`src/rtl/axi_lite_pkg.sv`:
```
// Shared AXI-Lite definitions for the core-side memory master: response codes,
// default bus widths and the master FSM state type.
package axi_lite_pkg;

    localparam int unsigned AXI_ADDR_W = 32;
    localparam int unsigned AXI_DATA_W = 64;

    localparam logic [1:0] RESP_OKAY   = 2'b00;
    localparam logic [1:0] RESP_EXOKAY = 2'b01;
    localparam logic [1:0] RESP_SLVERR = 2'b10;
    localparam logic [1:0] RESP_DECERR = 2'b11;

    typedef enum logic [2:0] {
        IDLE,
        RD_ADDR,
        RD_DATA,
        WR_REQ,
        WR_RESP,
        RESP
    } state_t;

endpackage

```
`src/rtl/axi_lite_mem_master_if.sv`:
```
// Five-channel AXI-Lite bus between the memory master (manager) and the SRAM
// responder (subordinate).
interface axi_lite_mem_master_if #(
    parameter int unsigned ADDR_W = 32,
    parameter int unsigned DATA_W = 64
);
    logic                  axi_aw_valid;
    logic                  axi_aw_ready;
    logic [ADDR_W-1:0]     axi_aw_addr;
    logic [2:0]            axi_aw_prot;

    logic                  axi_w_valid;
    logic                  axi_w_ready;
    logic [DATA_W-1:0]     axi_w_data;
    logic [DATA_W/8-1:0]   axi_w_strb;

    logic                  axi_b_valid;
    logic                  axi_b_ready;
    logic [1:0]            axi_b_resp;

    logic                  axi_ar_valid;
    logic                  axi_ar_ready;
    logic [ADDR_W-1:0]     axi_ar_addr;
    logic [2:0]            axi_ar_prot;

    logic                  axi_r_valid;
    logic                  axi_r_ready;
    logic [DATA_W-1:0]     axi_r_data;
    logic [1:0]            axi_r_resp;

    modport master (
        output axi_aw_valid, axi_aw_addr, axi_aw_prot,
        input  axi_aw_ready,
        output axi_w_valid, axi_w_data, axi_w_strb,
        input  axi_w_ready,
        input  axi_b_valid, axi_b_resp,
        output axi_b_ready,
        output axi_ar_valid, axi_ar_addr, axi_ar_prot,
        input  axi_ar_ready,
        input  axi_r_valid, axi_r_data, axi_r_resp,
        output axi_r_ready
    );

    modport slave (
        input  axi_aw_valid, axi_aw_addr, axi_aw_prot,
        output axi_aw_ready,
        input  axi_w_valid, axi_w_data, axi_w_strb,
        output axi_w_ready,
        output axi_b_valid, axi_b_resp,
        input  axi_b_ready,
        input  axi_ar_valid, axi_ar_addr, axi_ar_prot,
        output axi_ar_ready,
        output axi_r_valid, axi_r_data, axi_r_resp,
        input  axi_r_ready
    );

endinterface

```
`src/rtl/axi_lite_mem_master.sv`:
```
// AXI-Lite initiator: converts one single-beat core memory request at a time
// into an AR/R read or AW/W/B write and returns the result on a valid/ready port.
module axi_lite_mem_master
    import axi_lite_pkg::*;
#(
    parameter int unsigned ADDR_W = AXI_ADDR_W,
    parameter int unsigned DATA_W = AXI_DATA_W,
    parameter logic [2:0]  PROT   = 3'b000
) (
    input  logic                clock,
    input  logic                reset,

    input  logic                req_valid,
    output logic                req_ready,
    input  logic                req_wen,
    input  logic [ADDR_W-1:0]   req_addr,
    input  logic [DATA_W-1:0]   req_wdata,
    input  logic [DATA_W/8-1:0] req_wstrb,

    output logic                resp_valid,
    input  logic                resp_ready,
    output logic [DATA_W-1:0]   resp_rdata,
    output logic                resp_err,

    axi_lite_mem_master_if.master axi
);

    state_t state;
    logic   aw_done;
    logic   w_done;
    logic   aw_fire;
    logic   w_fire;

    assign req_ready        = (state == IDLE);
    assign axi.axi_ar_prot  = PROT;
    assign axi.axi_aw_prot  = PROT;
    assign aw_fire          = axi.axi_aw_valid && axi.axi_aw_ready;
    assign w_fire           = axi.axi_w_valid && axi.axi_w_ready;

    always_ff @(posedge clock) begin
        if (reset) begin
            state            <= IDLE;
            aw_done          <= 1'b0;
            w_done           <= 1'b0;
            axi.axi_aw_valid <= 1'b0;
            axi.axi_aw_addr  <= '0;
            axi.axi_w_valid  <= 1'b0;
            axi.axi_w_data   <= '0;
            axi.axi_w_strb   <= '0;
            axi.axi_b_ready  <= 1'b0;
            axi.axi_ar_valid <= 1'b0;
            axi.axi_ar_addr  <= '0;
            axi.axi_r_ready  <= 1'b0;
            resp_valid       <= 1'b0;
            resp_rdata       <= '0;
            resp_err         <= 1'b0;
        end else begin
            case (state)
                IDLE: begin
                    if (req_valid) begin
                        axi.axi_aw_addr <= req_addr;
                        axi.axi_ar_addr <= req_addr;
                        axi.axi_w_data  <= req_wdata;
                        axi.axi_w_strb  <= req_wstrb;
                        if (req_wen) begin
                            axi.axi_aw_valid <= 1'b1;
                            axi.axi_w_valid  <= 1'b1;
                            state            <= WR_REQ;
                        end else begin
                            axi.axi_ar_valid <= 1'b1;
                            state            <= RD_ADDR;
                        end
                    end
                end

                RD_ADDR: begin
                    if (axi.axi_ar_ready) begin
                        axi.axi_ar_valid <= 1'b0;
                        axi.axi_r_ready  <= 1'b1;
                        state            <= RD_DATA;
                    end
                end

                RD_DATA: begin
                    if (axi.axi_r_valid) begin
                        axi.axi_r_ready <= 1'b0;
                        resp_rdata      <= axi.axi_r_data;
                        resp_err        <= (axi.axi_r_resp != RESP_OKAY);
                        resp_valid      <= 1'b1;
                        state           <= RESP;
                    end
                end

                WR_REQ: begin
                    if (aw_fire) begin
                        axi.axi_aw_valid <= 1'b0;
                        aw_done          <= 1'b1;
                    end
                    if (w_fire) begin
                        axi.axi_w_valid <= 1'b0;
                        w_done          <= 1'b1;
                    end
                    // Done flags lag the handshake by a cycle, so OR in this cycle's fire.
                    if ((aw_done || aw_fire) && (w_done || w_fire)) begin
                        axi.axi_b_ready <= 1'b1;
                        state           <= WR_RESP;
                    end
                end

                WR_RESP: begin
                    if (axi.axi_b_valid) begin
                        axi.axi_b_ready <= 1'b0;
                        aw_done         <= 1'b0;
                        w_done          <= 1'b0;
                        resp_rdata      <= '0;
                        resp_err        <= (axi.axi_b_resp != RESP_OKAY);
                        resp_valid      <= 1'b1;
                        state           <= RESP;
                    end
                end

                RESP: begin
                    if (resp_ready) begin
                        resp_valid <= 1'b0;
                        state      <= IDLE;
                    end
                end

                default: state <= IDLE;
            endcase
        end
    end

endmodule

```
`src/flat_wrapper.sv`:
```
// flat-port wrapper written by rule: the top's interface ports become plain ports
module axi_lite_mem_master_flat import axi_lite_pkg::*;
#(
    parameter int unsigned ADDR_W = AXI_ADDR_W,
    parameter int unsigned DATA_W = AXI_DATA_W,
    parameter logic [2:0]  PROT   = 3'b000
)
  (clock, reset, req_valid, req_ready, req_wen, req_addr, req_wdata, req_wstrb, resp_valid, resp_ready, resp_rdata, resp_err, axi_axi_aw_valid, axi_axi_aw_addr, axi_axi_aw_prot, axi_axi_aw_ready, axi_axi_w_valid, axi_axi_w_data, axi_axi_w_strb, axi_axi_w_ready, axi_axi_b_valid, axi_axi_b_resp, axi_axi_b_ready, axi_axi_ar_valid, axi_axi_ar_addr, axi_axi_ar_prot, axi_axi_ar_ready, axi_axi_r_valid, axi_axi_r_data, axi_axi_r_resp, axi_axi_r_ready);
  axi_lite_mem_master_if #(.ADDR_W(ADDR_W), .DATA_W(DATA_W)) axi_i ();
  input  logic clock;
  input  logic reset;
  input  logic req_valid;
  output logic req_ready;
  input  logic req_wen;
  input  logic [ADDR_W-1:0] req_addr;
  input  logic [DATA_W-1:0] req_wdata;
  input  logic [DATA_W/8-1:0] req_wstrb;
  output logic resp_valid;
  input  logic resp_ready;
  output logic [DATA_W-1:0] resp_rdata;
  output logic resp_err;
  output wire logic [$bits(axi_i.axi_aw_valid)-1:0] axi_axi_aw_valid;
  output wire logic [$bits(axi_i.axi_aw_addr)-1:0] axi_axi_aw_addr;
  output wire logic [$bits(axi_i.axi_aw_prot)-1:0] axi_axi_aw_prot;
  input wire logic [$bits(axi_i.axi_aw_ready)-1:0] axi_axi_aw_ready;
  output wire logic [$bits(axi_i.axi_w_valid)-1:0] axi_axi_w_valid;
  output wire logic [$bits(axi_i.axi_w_data)-1:0] axi_axi_w_data;
  output wire logic [$bits(axi_i.axi_w_strb)-1:0] axi_axi_w_strb;
  input wire logic [$bits(axi_i.axi_w_ready)-1:0] axi_axi_w_ready;
  input wire logic [$bits(axi_i.axi_b_valid)-1:0] axi_axi_b_valid;
  input wire logic [$bits(axi_i.axi_b_resp)-1:0] axi_axi_b_resp;
  output wire logic [$bits(axi_i.axi_b_ready)-1:0] axi_axi_b_ready;
  output wire logic [$bits(axi_i.axi_ar_valid)-1:0] axi_axi_ar_valid;
  output wire logic [$bits(axi_i.axi_ar_addr)-1:0] axi_axi_ar_addr;
  output wire logic [$bits(axi_i.axi_ar_prot)-1:0] axi_axi_ar_prot;
  input wire logic [$bits(axi_i.axi_ar_ready)-1:0] axi_axi_ar_ready;
  input wire logic [$bits(axi_i.axi_r_valid)-1:0] axi_axi_r_valid;
  input wire logic [$bits(axi_i.axi_r_data)-1:0] axi_axi_r_data;
  input wire logic [$bits(axi_i.axi_r_resp)-1:0] axi_axi_r_resp;
  output wire logic [$bits(axi_i.axi_r_ready)-1:0] axi_axi_r_ready;
  assign axi_axi_aw_valid = axi_i.axi_aw_valid;
  assign axi_axi_aw_addr = axi_i.axi_aw_addr;
  assign axi_axi_aw_prot = axi_i.axi_aw_prot;
  assign axi_i.axi_aw_ready = axi_axi_aw_ready;
  assign axi_axi_w_valid = axi_i.axi_w_valid;
  assign axi_axi_w_data = axi_i.axi_w_data;
  assign axi_axi_w_strb = axi_i.axi_w_strb;
  assign axi_i.axi_w_ready = axi_axi_w_ready;
  assign axi_i.axi_b_valid = axi_axi_b_valid;
  assign axi_i.axi_b_resp = axi_axi_b_resp;
  assign axi_axi_b_ready = axi_i.axi_b_ready;
  assign axi_axi_ar_valid = axi_i.axi_ar_valid;
  assign axi_axi_ar_addr = axi_i.axi_ar_addr;
  assign axi_axi_ar_prot = axi_i.axi_ar_prot;
  assign axi_i.axi_ar_ready = axi_axi_ar_ready;
  assign axi_i.axi_r_valid = axi_axi_r_valid;
  assign axi_i.axi_r_data = axi_axi_r_data;
  assign axi_i.axi_r_resp = axi_axi_r_resp;
  assign axi_axi_r_ready = axi_i.axi_r_ready;
  axi_lite_mem_master #(.ADDR_W(ADDR_W), .DATA_W(DATA_W), .PROT(PROT)) u_core (.clock(clock), .reset(reset), .req_valid(req_valid), .req_ready(req_ready), .req_wen(req_wen), .req_addr(req_addr), .req_wdata(req_wdata), .req_wstrb(req_wstrb), .resp_valid(resp_valid), .resp_ready(resp_ready), .resp_rdata(resp_rdata), .resp_err(resp_err), .axi(axi_i));
endmodule
```
`config.mk`:
```
export PLATFORM = sky130hd
export DESIGN_NAME = axi_lite_mem_master_flat
export DESIGN_NICKNAME = d
export VERILOG_FILES = /design/src/rtl/axi_lite_pkg.sv /design/src/rtl/axi_lite_mem_master_if.sv /design/src/rtl/axi_lite_mem_master.sv /design/src/flat_wrapper.sv
export SDC_FILE = /design/constraint.sdc
export NUM_CORES = 1
export LEC_CHECK = 0
export CAP_MARGIN = 15
export CELL_PAD_IN_SITES_DETAIL_PLACEMENT = 0
export CELL_PAD_IN_SITES_GLOBAL_PLACEMENT = 1
export CORE_ASPECT_RATIO = 1.75
export CORE_MARGIN = 8
export CORE_UTILIZATION = 26
export DETAILED_ROUTE_END_ITERATION = 16
export PLACE_DENSITY = 0.87
export RECOVER_POWER = 25
export REMOVE_ABC_BUFFERS = 1
export SLEW_MARGIN = 20
export SYNTH_ARGS = -nofsm -noshare
export SYNTH_HDL_FRONTEND = slang
export SYNTH_SLANG_ARGS = --single-unit
export TNS_END_PERCENT = 10
```
`constraint.sdc`:
```
create_clock -name clock -period 1.95 [get_ports clock]
set_clock_uncertainty 0.2 [all_clocks]
set_input_delay 0.39 -clock clock [delete_from_list [all_inputs] [get_ports clock]]
set_output_delay 0.39 -clock clock [all_outputs]
set_load 0.01 [all_outputs]
```
==> summary.md <==
| Metric | Value |
|---|---|
| Pwr/cell area | `860.3 nW/um2` |
| FP Rows | `78` |
| Crit-path max FO | `2` |
| Top cell type's share of synthesized area | `53.36%` |
| Setup TNS Final | `0 ns` |
| Post-synth cell types | `37` |
| Initial antenna violation count | `1` |
| Avg Inst Size Synth | `7.954 um2` |
| Max-Cap Viols | `0` |
| CTS Hold Bufs | `0` |
| Area contributors post-synth | `dfxtp_1 (53%), nand2_1 (15%), a21oi_1 (13%)` |
| First-pass GRT wire length | `38780 um` |
| Root Buffer | `clkbuf_16` |
| Post-CTS setup buffer count | `0` |
| Synthesized cell area | `6753 um2` |
| Final std cells w/o fill | `1527` |
| Area grow syn2layout | `67.13%` |
| DRT antenna net count | `0` |
| Via count | `6884` |
| Mapped Cells | `849` |
| Clock Latency Late Sink | `0.44 ns` |
| Top cell type by total area after synthesis | `dfxtp_1` |
| Status | `complete, no violations` |
| IO Port Bufs | `389` |
| CP bufs+invs | `1` |
| Max Clock Freq | `524.5 MHz` |
| Slew Limit Fails | `0` |
| Die W | `137.8 um` |
| H-tree depth | `4` |
| Ys Warns | `0` |
| Die area | `31590 um2` |
| Boundary pin count | `396` |
| Clk buf depth | `2` |
| Sequential area share after synthesis | `53.36%` |
| Crit path DAT | `1.32 ns` |
| Vias per cell | `4.508` |
| Worst Hold Class | `primary input to flip-flop` |
| Final Setup Violations | `0` |
| Final Hold Vio Count | `0` |
| Routability Congestion | `0.7642` |
| DRC Markers | `0` |
| Req. time, crit path | `1.36 ns` |
| Startpoint Class | `flip-flop` |
| Synth Register Bits | `180` |
| Starting density of the core | `26.21%` |
| Critical Path Slowest Stage Cell | `clkdlybuf4s50_1` |
| Reg clk slew, reported paths | `0.07 ns` |
| CTS tree | `built` |
| Placed Cells | `1494` |
| Peak VDD IR | `586.7 uV` |
| Layout cells sized above 1 | `6.302%` |
| # clock sinks | `180` |
| DP HPWL | `19580 um` |
| DR iter-0 viols | `307` |
| Minimum clock period | `1.906 ns` |
| FF-to-FF setup slack | `0.14 ns` |
| CP top delay family | `buffers and inverters` |
| Static Leak | `4.738 nW` |
| Drt pass-1 iters | `4` |
| Congestion Overflow GR | `0` |
| TritonCTS Buffers | `17` |
| Routed len/inst | `16.95 um` |
| Crit. End Element | `primary output` |
| Overall routing resource usage | `15.96%` |
| Crit-path cells | `clkdlybuf4s50_1` |
| Setup CP Type | `flip-flop to primary output` |
| Largest net degree at the start of global routing | `53` |
| Final WL | `25880 um` |
| Period Utilization, post-route | `97.77%` |
| Number of global-route vias before repair | `6621` |
| RSZ-0062 raised after global routing | `no` |
| Worst stage delay on the critical path | `0.54 ns` |
| Core area | `25760 um2` |
| Die Ht | `229.2 um` |
| Final net count | `1375` |
flip-flops by register name, summed over array words and instances, names as in the netlist:
name and count:
u_core.aw_done 1, u_core.axi.axi_ar_addr 32, u_core.axi.axi_ar_valid 1, u_core.axi.axi_aw_valid 1
u_core.axi.axi_b_ready 1, u_core.axi.axi_r_ready 1, u_core.axi.axi_w_data 64, u_core.axi.axi_w_strb 8
u_core.axi.axi_w_valid 1, u_core.resp_err 1, u_core.resp_rdata 64, u_core.resp_valid 1
u_core.state 3, u_core.w_done 1
final cells by class:
cell class | count | area [um2]
antenna | 1 | 2.502
clock buffer | 21 | 450.4
clock inverter | 11 | 150.1
fill | 2694 | 14480
inverter | 1 | 3.754
multi-input combinational | 566 | 2634
sequential | 180 | 3606
tap | 320 | 400.4
timing repair buffer | 427 | 4039
per-stage QoR:
stage	hold slack, ns	instance area (um2)	setup WS, ns	utilization, %	power, mW
6_report	0.1485	11290	0.04356	43.80	9.709
3_3_place_gp	0.2410	10980	-0.1484	42.61	6.473
3_5_place_dp	0.2452	10980	-0.1744	42.61	6.501
2_1_floorplan	0.2545	6200	-1.799	-	4.956
4_1_cts	0.1372	11390	0.0001430	44.20	9.906
5_1_grt	0.1653	11290	0.001194	43.80	10.18
synth_stat cells:
cell,n
a211oi_1,2
a21o_1,1
a21oi_1,178
a311oi_1,1
a31oi_1,2
a32oi_1,2
and3b_1,1
and4b_1,1
and4bb_2,1
buf_1,2
buf_2,21
buf_4,38
clkbuf_1,45
clkbuf_2,1
conb_1,1
dfxtp_1,180
inv_1,1
mux2i_1,2
nand2_1,276
nand2b_1,3
nand3_1,64
nand3b_1,2
nand4b_1,1
nand4bb_1,2
nor2_1,5
nor2b_1,2
nor3_1,2
nor4_1,1
nor4b_4,1
o211ai_1,1
o21a_1,2
o21ai_0,2
o311ai_0,1
o31ai_1,1
or3_1,1
or3b_2,1
or4b_1,1
power by group:
part,total [mW],internal [mW],switching (mW)
registers,4.13,3.96,0.174
logic,2.02,1.03,0.997
clock network,3.55,2.06,1.49
cells by family (layout without fill, tap and decap cells):
family / count (synthesis) / after routing / share of synthesized area (%)
and+or+nand+nor: 365 / 365 / 22.94
AOI/OAI and AO/OA: 193 / 193 / 14.82
DFF: 180 / 180 / 53.36
buffers and inverters: 108 / 460 / 8.523
muxes: 2 / 2 / 0.2965
other: 1 / 7 / 0.05553
cell usage in the layout, fill, tap and decap left out, drive strengths merged, types with 2 or more instances in the layout:
master | Yosys | layout
nor3 | 2 | 2
a32oi | 2 | 2
a21oi | 178 | 178
clkinv | 0 | 4
clkdlybuf4s50 | 0 | 190
a31oi | 2 | 2
a211oi | 2 | 2
dfxtp | 180 | 180
clkbuf | 46 | 35
mux2i | 2 | 2
nand2 | 276 | 276
clkdlybuf4s25 | 0 | 22
nand3b | 2 | 2
bufinv | 0 | 3
buf | 61 | 39
nor2 | 5 | 5
dlygate4sd2 | 0 | 161
o21ai | 2 | 2
conb | 1 | 6
nand2b | 3 | 3
nand3 | 64 | 64
inv | 1 | 3
o21a | 2 | 2
clkinvlp | 0 | 2
nand4bb | 2 | 2
nor2b | 2 | 2
per-layer routing:
layer	share of wire [%]	GRT usage (%)
met1	37	16.88
met2	52	27.90
met3	8.1	5.173
met4	2.5	7.020
met5	0	0
what timing repair did:
item,in CTS,in global routing
endpoints found under the setup margin,162,37
pin swaps,0,0
gates resized for setup,168,37
endpoints found under the hold margin,0,0
final timing paths:
kind,end,startpoint,cells after the start
setup / recovery,resp_rdata[57],u_core.resp_rdata[57],1
setup reg to reg,u_core.resp_rdata[30],u_core.state[1],5
hold reg to reg,u_core.axi.axi_w_data[21],u_core.axi.axi_w_data[21],2
hold / removal,u_core.resp_rdata[41],reset,2
Power figures use the tool's default switching activity.
==> edit: new RTL, config.mk and constraints unchanged <==
Re-encode `state_t` (6 states) as Gray code, 3 bits wide.
--- a/src/rtl/axi_lite_pkg.sv
+++ b/src/rtl/axi_lite_pkg.sv
@@ -11,12 +11,12 @@
     localparam logic [1:0] RESP_DECERR = 2'b11;
 
     typedef enum logic [2:0] {
-        IDLE,
-        RD_ADDR,
-        RD_DATA,
-        WR_REQ,
-        WR_RESP,
-        RESP
+        IDLE    = 3'b000,
+        RD_ADDR = 3'b001,
+        RD_DATA = 3'b011,
+        WR_REQ  = 3'b010,
+        WR_RESP = 3'b110,
+        RESP    = 3'b111
     } state_t;
 
 endpackage
Function: same outputs for any inputs over 4 cycles, from zero or initial values and one cycle with reset high; so few cycles prove little.
==> edit against the original RTL <==
Sequential cell count stayed put. Synthesized cell count is 17% lower. Register-to-register slack hardly changed. Area after synthesis is 4.6% lower. Largest cell class unchanged. Total power is 8.8% lower. Largest power group unchanged. Final cell count is 9.5% lower. Final area is 4.1% lower. Worst setup slack better by 6.3 ps. Fmax is 0.33% higher. Routed wire length is 6.7% lower.
==> edit: results (changes against the original RTL) <==
[setup_path]
slowest_stage=clkdlybuf4s50_1  ; unchanged
crit_family=buffers and inverters  ; unchanged
slowest_delay_ps=550
cp.arrival_ps=1310
crit_start=u_core.axi.axi_w_data[42]$_SDFFE_PP0P_  ; was u_core.resp_rdata[57]$_SDFFE_PP0P_
critPathMaxFanout=2  ; unchanged
reg2reg_from=u_core.state[1]$_SDFFE_PP0P_  ; unchanged

[outcome]
outcome=completed  ; unchanged

[cts]
htree_levels=4  ; unchanged
cts.clk_slew.worst_paths_ps=60
clock_path_buffers=2  ; unchanged
cts_made_buffers=17  ; unchanged
root_buffer=clkbuf_16  ; unchanged
clock_latency_ps=430

[global_routing]
grt_pass1_vias=6412  ; was 6621
grt_max_degree=65  ; was 53
grt.total_usage_pct=15.5  ; was 16.0%
grt_pass1_wl_um=36300  ; was 38800 µm
antenna_found_initial=0  ; was 1

[placed_design]
place_ws_ps=-222  ; was -174 ps
port_buffers=389  ; unchanged
gp_congestion=0.773  ; was 0.764
dp_hpwl_um=18600  ; was 19600 µm

[routing]
drtIter0Drc=243  ; was 307
drt_first_pass_iters=4  ; unchanged
vias=6172  ; was 6884
wire_per_inst_um=17.5  ; was 16.9 µm

[logic_synthesis]
synth_area_leaders=dfxtp_1 56%, nand2_1 12%, a22o_1 8.7%, a21oi_1 8.5%, buf_4 4.8%  ; was dfxtp_1 53%, nand2_1 15%, a21oi_1 13%, nand3_1 4.7%, buf_4 4.2%
ys_types=35  ; was 37
ys_warn_count=0  ; unchanged
netlist_top_cells_count=213 x nand2_1, 180 x dfxtp_1, 110 x a21oi_1, 64 x a22o_1, 41 x buf_4  ; was 276 x nand2_1, 180 x dfxtp_1, 178 x a21oi_1, 64 x nand3_1, 45 x clkbuf_1
synth-main-ff-cell=dfxtp_1  ; unchanged
ys_seq_area_share_pct=55.9  ; was 53.4%
async_flop_share_pct=0  ; unchanged

[hold_path]
min-delay-start=reset  ; unchanged
hp-class=input pin to flop  ; unchanged

[power]
peakVddDrop_mv=0.501  ; was 0.587 mV
p_leak_uw=0.00467  ; was 0.00474 µW

[sta]
hold_viol=0  ; unchanged

[final_layout]
biggestRegsByFlops=u_core.axi.axi_w_data x64, u_core.resp_rdata x64, u_core.axi.axi_ar_addr x32  ; unchanged
drive_above_1_share_pct=6.54  ; was 6.30%
diodes=0  ; was 1
final_nets=1241  ; was 1375

-- edit: repair_timing --
item / CTS / global route
resized for setup: 151 / 54
buffers inserted: 0 / 1
setup endpoints to repair: 148 / 55
-- edit: stage by stage --
stage	hold slack (ps)	power [µW]	instance area, µm²	cells
detailed placement	247	5620	10500	1351
floorplan	256	4500	5890	619
global placement	240	5600	10500	1351
global route	72.6	9260	10800	1382
finish	88.2	8860	10800	1382
CTS	71.0	9050	10900	1381
-- edit: cells by family after synthesis --
logic type | share of synthesized area (%)
AOI/OAI and AO/OA | 19.3
buffers and inverters | 9.05
DFF | 55.9
muxes | 0.505
other | 0.0582
and+or+nand+nor | 15.1
-- edit: routing by layer --
metal  global-route usage (%)  up-vias  share of wire [%]
met2                     28.1      286                 52
met4                     6.55        0                2.4
met3                     6.79       30                9.9
li1                         -     3046                  -
met5                        0        -                  0
met1                     14.8     2810                 35
-- edit: final timing paths --
path / endpoint / slack, ps / depth (start not counted)
worst max-delay path: axi_axi_w_data[42] / 50 / 1
worst min-delay path: u_core.axi.axi_w_data[37]$_SDFFE_PP0P_ / 90 / 2
worst max register to register: u_core.axi.axi_w_data[34]$_SDFFE_PP0P_ / 140 / 6
worst min register to register: u_core.axi.axi_w_data[4]$_SDFFE_PP0P_ / 250 / 2
-- edit: power by group --
part	switching (µW)	internal, µW
combinational	645	753
clock	1420	2070
sequential	108	3860
-- edit: final cells by class --
type	count	area [µm²]
Clock buffer	22	464
Clock inverter	8	128
Fill cell	2453	13700
Inverter	3	11.3
Multi-Input combinational cell	436	2280
Sequential cell	180	3610
Tap cell	312	390
Timing Repair Buffer	421	3940
